===== src/rtl/mem_b_reader.sv =====
// mem_b_reader: streams len_i words from RAM port B, starting at base_i, onto a valid/ready stream.
// Optional abort port is compiled in when MEM_B_READER_ABORT_EN is defined.
module mem_b_reader #(
    parameter int G_ADDR_WIDTH = 10,
    parameter int G_DATA_WIDTH = 8
) (
    input  logic                    aclk,
    input  logic                    areset_n,
    input  logic                    start_i,
    input  logic [G_ADDR_WIDTH-1:0] base_i,
    input  logic [G_ADDR_WIDTH:0]   len_i,
`ifdef MEM_B_READER_ABORT_EN
    input  logic                    abort_i,
`endif
    output logic                    busy_o,
    output logic                    done_o,
    output logic [G_ADDR_WIDTH-1:0] mem_adr_o,
    output logic                    mem_rd_o,
    input  logic [G_DATA_WIDTH-1:0] mem_dat_i,
    output logic                    m_valid_o,
    input  logic                    m_ready_i,
    output logic [G_DATA_WIDTH-1:0] m_data_o,
    output logic                    m_last_o,
    output logic [1:0]              state_o
);

    typedef enum logic [1:0] {
        S_IDLE  = 2'd0,
        S_RUN   = 2'd1,
        S_DRAIN = 2'd2
    } state_t;

    localparam logic [G_ADDR_WIDTH-1:0] ADR_ONE  = G_ADDR_WIDTH'(1);
    localparam logic [G_ADDR_WIDTH:0]   LEN_ONE  = (G_ADDR_WIDTH + 1)'(1);
    localparam logic [G_ADDR_WIDTH:0]   LEN_ZERO = '0;

    state_t                    state_q, state_d;
    logic [G_ADDR_WIDTH-1:0]   adr_q;
    logic [G_ADDR_WIDTH:0]     iss_rem_q;
    logic [G_ADDR_WIDTH:0]     out_rem_q;
    logic                      inflight_q;
    logic                      done_q;
    logic [G_DATA_WIDTH-1:0]   fifo_q [2];
    logic                      wr_ptr_q, rd_ptr_q;
    logic [1:0]                count_q, count_d;

    logic                      abort_w;
    logic                      push, pop, issue;
    logic                      load, zero_len_start, last_accept;
    logic [2:0]                occ_after_pop;

`ifdef MEM_B_READER_ABORT_EN
    assign abort_w = abort_i && (state_q != S_IDLE);
`else
    assign abort_w = 1'b0;
`endif

    // Stream handshake: a word moves when m_valid_o & m_ready_i are both high at a rising edge;
    // once m_valid_o is raised, it and m_data_o hold until that transfer happens.
    assign m_valid_o = (count_q != 2'd0);
    assign pop       = m_valid_o && m_ready_i;
    assign push      = inflight_q;

    // Occupancy counts the word leaving this cycle as gone, which is what sustains one word per cycle.
    assign occ_after_pop = {1'b0, count_q} + {2'b00, inflight_q} - {2'b00, pop};
    assign issue         = (state_q == S_RUN) && !abort_w && (occ_after_pop < 3'd2);

    assign load           = (state_q == S_IDLE) && start_i && (len_i != LEN_ZERO);
    assign zero_len_start = (state_q == S_IDLE) && start_i && (len_i == LEN_ZERO);
    assign last_accept    = (state_q == S_DRAIN) && pop && (out_rem_q == LEN_ONE) && !abort_w;

    assign busy_o    = (state_q != S_IDLE);
    assign done_o    = done_q;
    assign mem_adr_o = adr_q;
    assign mem_rd_o  = issue;
    assign m_data_o  = fifo_q[rd_ptr_q];
    assign m_last_o  = m_valid_o && (out_rem_q == LEN_ONE);
    assign state_o   = state_q;

    always_ff @(posedge aclk or negedge areset_n) begin
        if (!areset_n) begin
            state_q <= S_IDLE;
        end else begin
            state_q <= state_d;
        end
    end

    always_comb begin
        state_d = state_q;
        case (state_q)
            S_IDLE: begin
                if (load) begin
                    state_d = S_RUN;
                end
            end
            S_RUN: begin
                if (issue && (iss_rem_q == LEN_ONE)) begin
                    state_d = S_DRAIN;
                end
            end
            S_DRAIN: begin
                if (pop && (out_rem_q == LEN_ONE)) begin
                    state_d = S_IDLE;
                end
            end
            default: state_d = S_IDLE;
        endcase
        if (abort_w) begin
            state_d = S_IDLE;
        end
    end

    // Address and counters; iss_rem counts reads still to issue, out_rem words still to deliver.
    always_ff @(posedge aclk or negedge areset_n) begin
        if (!areset_n) begin
            adr_q      <= '0;
            iss_rem_q  <= '0;
            out_rem_q  <= '0;
            inflight_q <= 1'b0;
            done_q     <= 1'b0;
        end else begin
            inflight_q <= issue;
            done_q     <= zero_len_start || last_accept;
            if (load) begin
                adr_q     <= base_i;
                iss_rem_q <= len_i;
                out_rem_q <= len_i;
            end else begin
                if (issue) begin
                    adr_q     <= adr_q + ADR_ONE;
                    iss_rem_q <= iss_rem_q - LEN_ONE;
                end
                if (pop) begin
                    out_rem_q <= out_rem_q - LEN_ONE;
                end
            end
            if (abort_w) begin
                iss_rem_q <= '0;
                out_rem_q <= '0;
            end
        end
    end

    always_comb begin
        count_d = count_q;
        case ({push, pop})
            2'b10:   count_d = count_q + 2'd1;
            2'b01:   count_d = count_q - 2'd1;
            default: count_d = count_q;
        endcase
    end

    // Two-entry FIFO; an abort drops both buffered words and the word returning from RAM.
    always_ff @(posedge aclk or negedge areset_n) begin
        if (!areset_n) begin
            fifo_q[0] <= '0;
            fifo_q[1] <= '0;
            wr_ptr_q  <= 1'b0;
            rd_ptr_q  <= 1'b0;
            count_q   <= 2'd0;
        end else if (abort_w) begin
            wr_ptr_q <= 1'b0;
            rd_ptr_q <= 1'b0;
            count_q  <= 2'd0;
        end else begin
            if (push) begin
                fifo_q[wr_ptr_q] <= mem_dat_i;
                wr_ptr_q         <= ~wr_ptr_q;
            end
            if (pop) begin
                rd_ptr_q <= ~rd_ptr_q;
            end
            count_q <= count_d;
        end
    end

endmodule


===== config.mk =====
export PLATFORM = sky130hd
export DESIGN_NAME = mem_b_reader
export DESIGN_NICKNAME = d
export VERILOG_FILES = /design/src/rtl/mem_b_reader.sv
export SDC_FILE = /design/constraint.sdc
export NUM_CORES = 1
export LEC_CHECK = 0
export ABC_AREA = 1
export CAP_MARGIN = 20
export CORE_UTILIZATION = 53
export CTS_CLUSTER_SIZE = 16
export DETAILED_ROUTE_END_ITERATION = 10
export GPL_TIMING_DRIVEN = 0
export PLACE_DENSITY = 0.86
export SETUP_SLACK_MARGIN = 0.1
export SLEW_MARGIN = 20
export SYNTH_ARGS = -nofsm -noshare
export SYNTH_HDL_FRONTEND = slang
export SYNTH_SLANG_ARGS = --single-unit
export TNS_END_PERCENT = 50

===== constraint.sdc =====
create_clock -name aclk -period 3.5 [get_ports aclk]
set_clock_uncertainty 0.2 [all_clocks]
set_input_delay 0.7 -clock aclk [delete_from_list [all_inputs] [get_ports aclk]]
set_output_delay 0.7 -clock aclk [all_outputs]
set_load 0.02 [all_outputs]

==> flow_metrics.py <==
metrics = {
    "clocking": {
        "root_buffer": "clkbuf_8",
        "clk_latency_ns": 0.32,
        "numCtsBuffers": 5,
        "clock_sinks": 56,
        "path_clk_slew_ns": 0.10,
        "holdBufCountCts": 0,
        "cts_tree": "yes",
        "htreeDepth": 2,
        "clk_path_buf_depth": 2,
    },
    "floorplan": {
        "rows": 28,
        "start_util": 0.549,
        "die_area_um2": 6450,
        "die_y_um": 80.3,
        "coreArea_um2": 5920,
        "io-pin-count": 58,
        "die_w_um": 80.3,
    },
    "detailed_routing": {
        "drcViolationCount": 0,
        "drt-initial-drc-count": 227,
        "antenna_left": 0,
        "via_per_inst": 5.31,
        "wirelength_um": 8040,
        "num_vias": 3183,
        "wire_per_inst_um": 13.4,
        "first_pass_iters": 5,
    },
    "sta": {
        "maxSlewHeadroom": 0.524,
        "min_period_over_period": 0.935,
        "rsz0062_at_grt": "no",
        "final-hold-violation-count": 0,
        "setup_violations": 0,
        "maxSlewViolCount": 0,
        "clock.fmax_ghz": 0.306,
        "tightest_slew_ns": 0.714,
        "fin_crit_ns": 3.27,
    },
    "logic_synthesis": {
        "synth_top_family_by_area": "simple AND/OR/NAND/NOR gates",
        "synth_xor_area_frac": 0.0216,
        "synth_cell_types": 28,
        "syn_nets": 496,
        "ys_top_cells_by_count": "148 x nand2_1, 85 x nand3_1, 56 x dfrtp_1, 50 x inv_1, 40 x nor2_1",
        "synth.most_common_cell": "nand2_1",
        "synth_fa_ha_area_frac": 0.0254,
        "syn_area_um2": 3250,
        "muxShareOfSynthArea": 0,
        "synthSimpleGateAreaFrac": 0.388,
        "ys_warn_count": 0,
        "synth_compound_gate_area_share": 0.0428,
        "ys_top_cells_by_area": "dfrtp_1 43%, nand2_1 17%, nand3_1 13%",
        "synthCells": 457,
        "async_flop_share": 1.00,
        "yosysTopAreaCell": "dfrtp_1",
        "synth_edf_count": 0,
        "synth_top_area_frac": 0.431,
        "ys.flop_type": "dfrtp_1",
        "ys_seq_area_frac": 0.431,
        "syn_avg_cell_area_um2": 7.11,
        "synth-seq-cells": 56,
    },
    "pwr": {
        "p_sw_frac": 0.465,
        "p_leak_uw": 0.00205,
        "seqPwrFrac": 0.313,
        "powerDensity_nw_per_um2": 948,
        "p_switching_uw": 1790,
        "pwr-share-clk": 0.112,
        "internal_power_uw": 2050,
        "share_comb_of_total_power": 0.575,
        "irDropWorstVdd_mv": 0.592,
    },
    "global_route": {
        "grt_pass1_wl_um": 13200,
        "grt_max_degree": 57,
        "grt_pass1_vias": 2925,
        "track_usage": 0.269,
        "grt_overflow": 0,
        "antenna_found_initial": 0,
    },
    "setup_path": {
        "worstSetupStartpoint": "m_ready_i",
        "cp-start-kind": "input pin",
        "worstReg2RegEnd": "mem_adr_o[3]",
        "worstReg2RegStart": "count_q[1]",
        "worstPathRequired_ns": 2.60,
        "critPathKind": "input pin to output pin",
        "reg2reg_depth": 15,
        "arrival_ns": 2.37,
        "crit_path_max_fanout": 4,
        "r2r_slack_ns": 0.78,
        "end_kind": "output pin",
        "crit_end": "mem_rd_o",
    },
    "min_path": {
        "hold_class": "input pin to asynchronous set/reset pin",
    },
    "layout": {
        "n_antenna_cell": 0,
        "final_area_um2": 4050,
        "multi_input_area_um2": 1560,
        "seq_area_um2": 1400,
        "syn_to_final_growth_pct": 24.7,
        "drive_gt1_frac": 0.0724,
        "nets": 563,
        "n_fill_cell": 493,
        "final_util": 0.684,
    },
    "place": {
        "place.port_buffers": 57,
        "post_dp_cell_area_um2": 3910,
        "post-dp-hpwl_um": 5670,
        "gp_congestion": 0.915,
    },
    "run": {
        "max_cap_violations": 0,
    },
    "run_status": {
        "status": "finished clean",
    },
}
power groups by stage:
stage               combinational [uW]  sequential, uW  clock, uW
finish                            2210            1200        429
global route                      2460            1240        454
global placement                  2050            1190          0
floorplan                         1380            1220          0
detailed placement                2110            1210          0
CTS                               2200            1200        432
sequential cells by signal, indices dropped and copies added, names as in the netlist:
| name | flops |
|---|---|
| rd_ptr_q | 1 |
| count_q | 2 |
| mem_adr_o | 10 |
| state_o | 2 |
| inflight_q | 1 |
| out_rem_q | 11 |
| iss_rem_q | 11 |
| wr_ptr_q | 1 |
| fifo_q | 16 |
| done_o | 1 |
worst min path at each step:
stage / start / end / slack (ns) / cells past startpoint
floorplan: areset_n / count_q[0] / 0.20 / 0
global placement: fifo_q[12] / fifo_q[12] / 0.27 / 2
detailed placement: fifo_q[4] / fifo_q[4] / 0.28 / 2
CTS: areset_n / fifo_q[12] / 0.26 / 1
global route: areset_n / fifo_q[13] / 0.28 / 1
finish: areset_n / count_q[0] / 0.23 / 1
cell usage in the layout, fill, tap and decap left out, types with 2 or more instances in the layout:
master           netlist  layout
nand2_1              148     148
nand3_1               85      85
inv_1                 50      49
or2_2                  2       2
nor2_4                 2       2
xor2_1                 7       7
nand3b_1               2       2
clkdlybuf4s50_1        0      54
clkbuf_8               0       5
nor2_1                40      40
nand4_1                2       2
clkbuf_1               2       2
o21ai_1                2       2
dfrtp_1               56      56
buf_6                  3       4
o21ai_0               21      20
inv_2                  4       5
a21oi_1                3       3
buf_2                  5       4
nor3_1                 6       6
buf_4                  3       8
or2_1                  2       2
ha_1                   5       5
worst max-delay path: stages:
cell	delay [ns]
dlygate4sd2_1	0.28
nand2_1	0.11
inv_2	0.07
nand2_1	0.07
o21ai_2	0.09
nand2_1	0.09
fa_1	0.48
nand2_1	0.09
nor2_4	0.15
buf_6	0.12
buf_4	0.13
per-stage QoR:
step	setup WS [ns]	hold slack, ns	power, uW	instances	setup TNS, ns
final	0.228	0.229	3840	600	0
after floorplan	0.441	0.204	2610	457	0
after global placement	-1.00	0.266	3240	589	-13.14
after global routing	0.123	0.285	4150	600	0
after detailed placement	-1.05	0.277	3310	589	-1.59
after CTS	0.249	0.256	3830	600	0
cell families (layout without fill, tap and decap cells):
family / after synthesis / after routing
AND/OR/NAND/NOR: 292 / 292
flip-flops: 56 / 56
adder cells (fa/ha/maj): 6 / 6
AO/OA/AOI/OAI: 27 / 27
XOR/XNOR: 8 / 8
buffers and inverters: 68 / 136
area by class of cell:
type                            count  share of cell area
Multi-Input combinational cell    333               0.384
Sequential cell                    56               0.346
Timing Repair Buffer               60               0.145
Inverter                           55              0.0510
Buffer                             13              0.0235
Tap cell                           75              0.0232
Clock buffer                        5              0.0170
Clock inverter                      3              0.0105
per-layer routing:
layer  global-route usage  wire length [um]  vias to the layer above
li1                     -                 -                     1575
met1                0.343              3570                     1480
met2                0.454              3840                      114
met3               0.0409               444                       14
met4                0.116               187                        0
met5                    0                 0                        -
what timing repair did:
item                                    4_1_cts  5_1_grt
buffers inserted                              3        0
endpoints found under the setup margin        1        0
gates resized for setup                      11        0
Note: power is estimated with default switching activity, not from simulation.
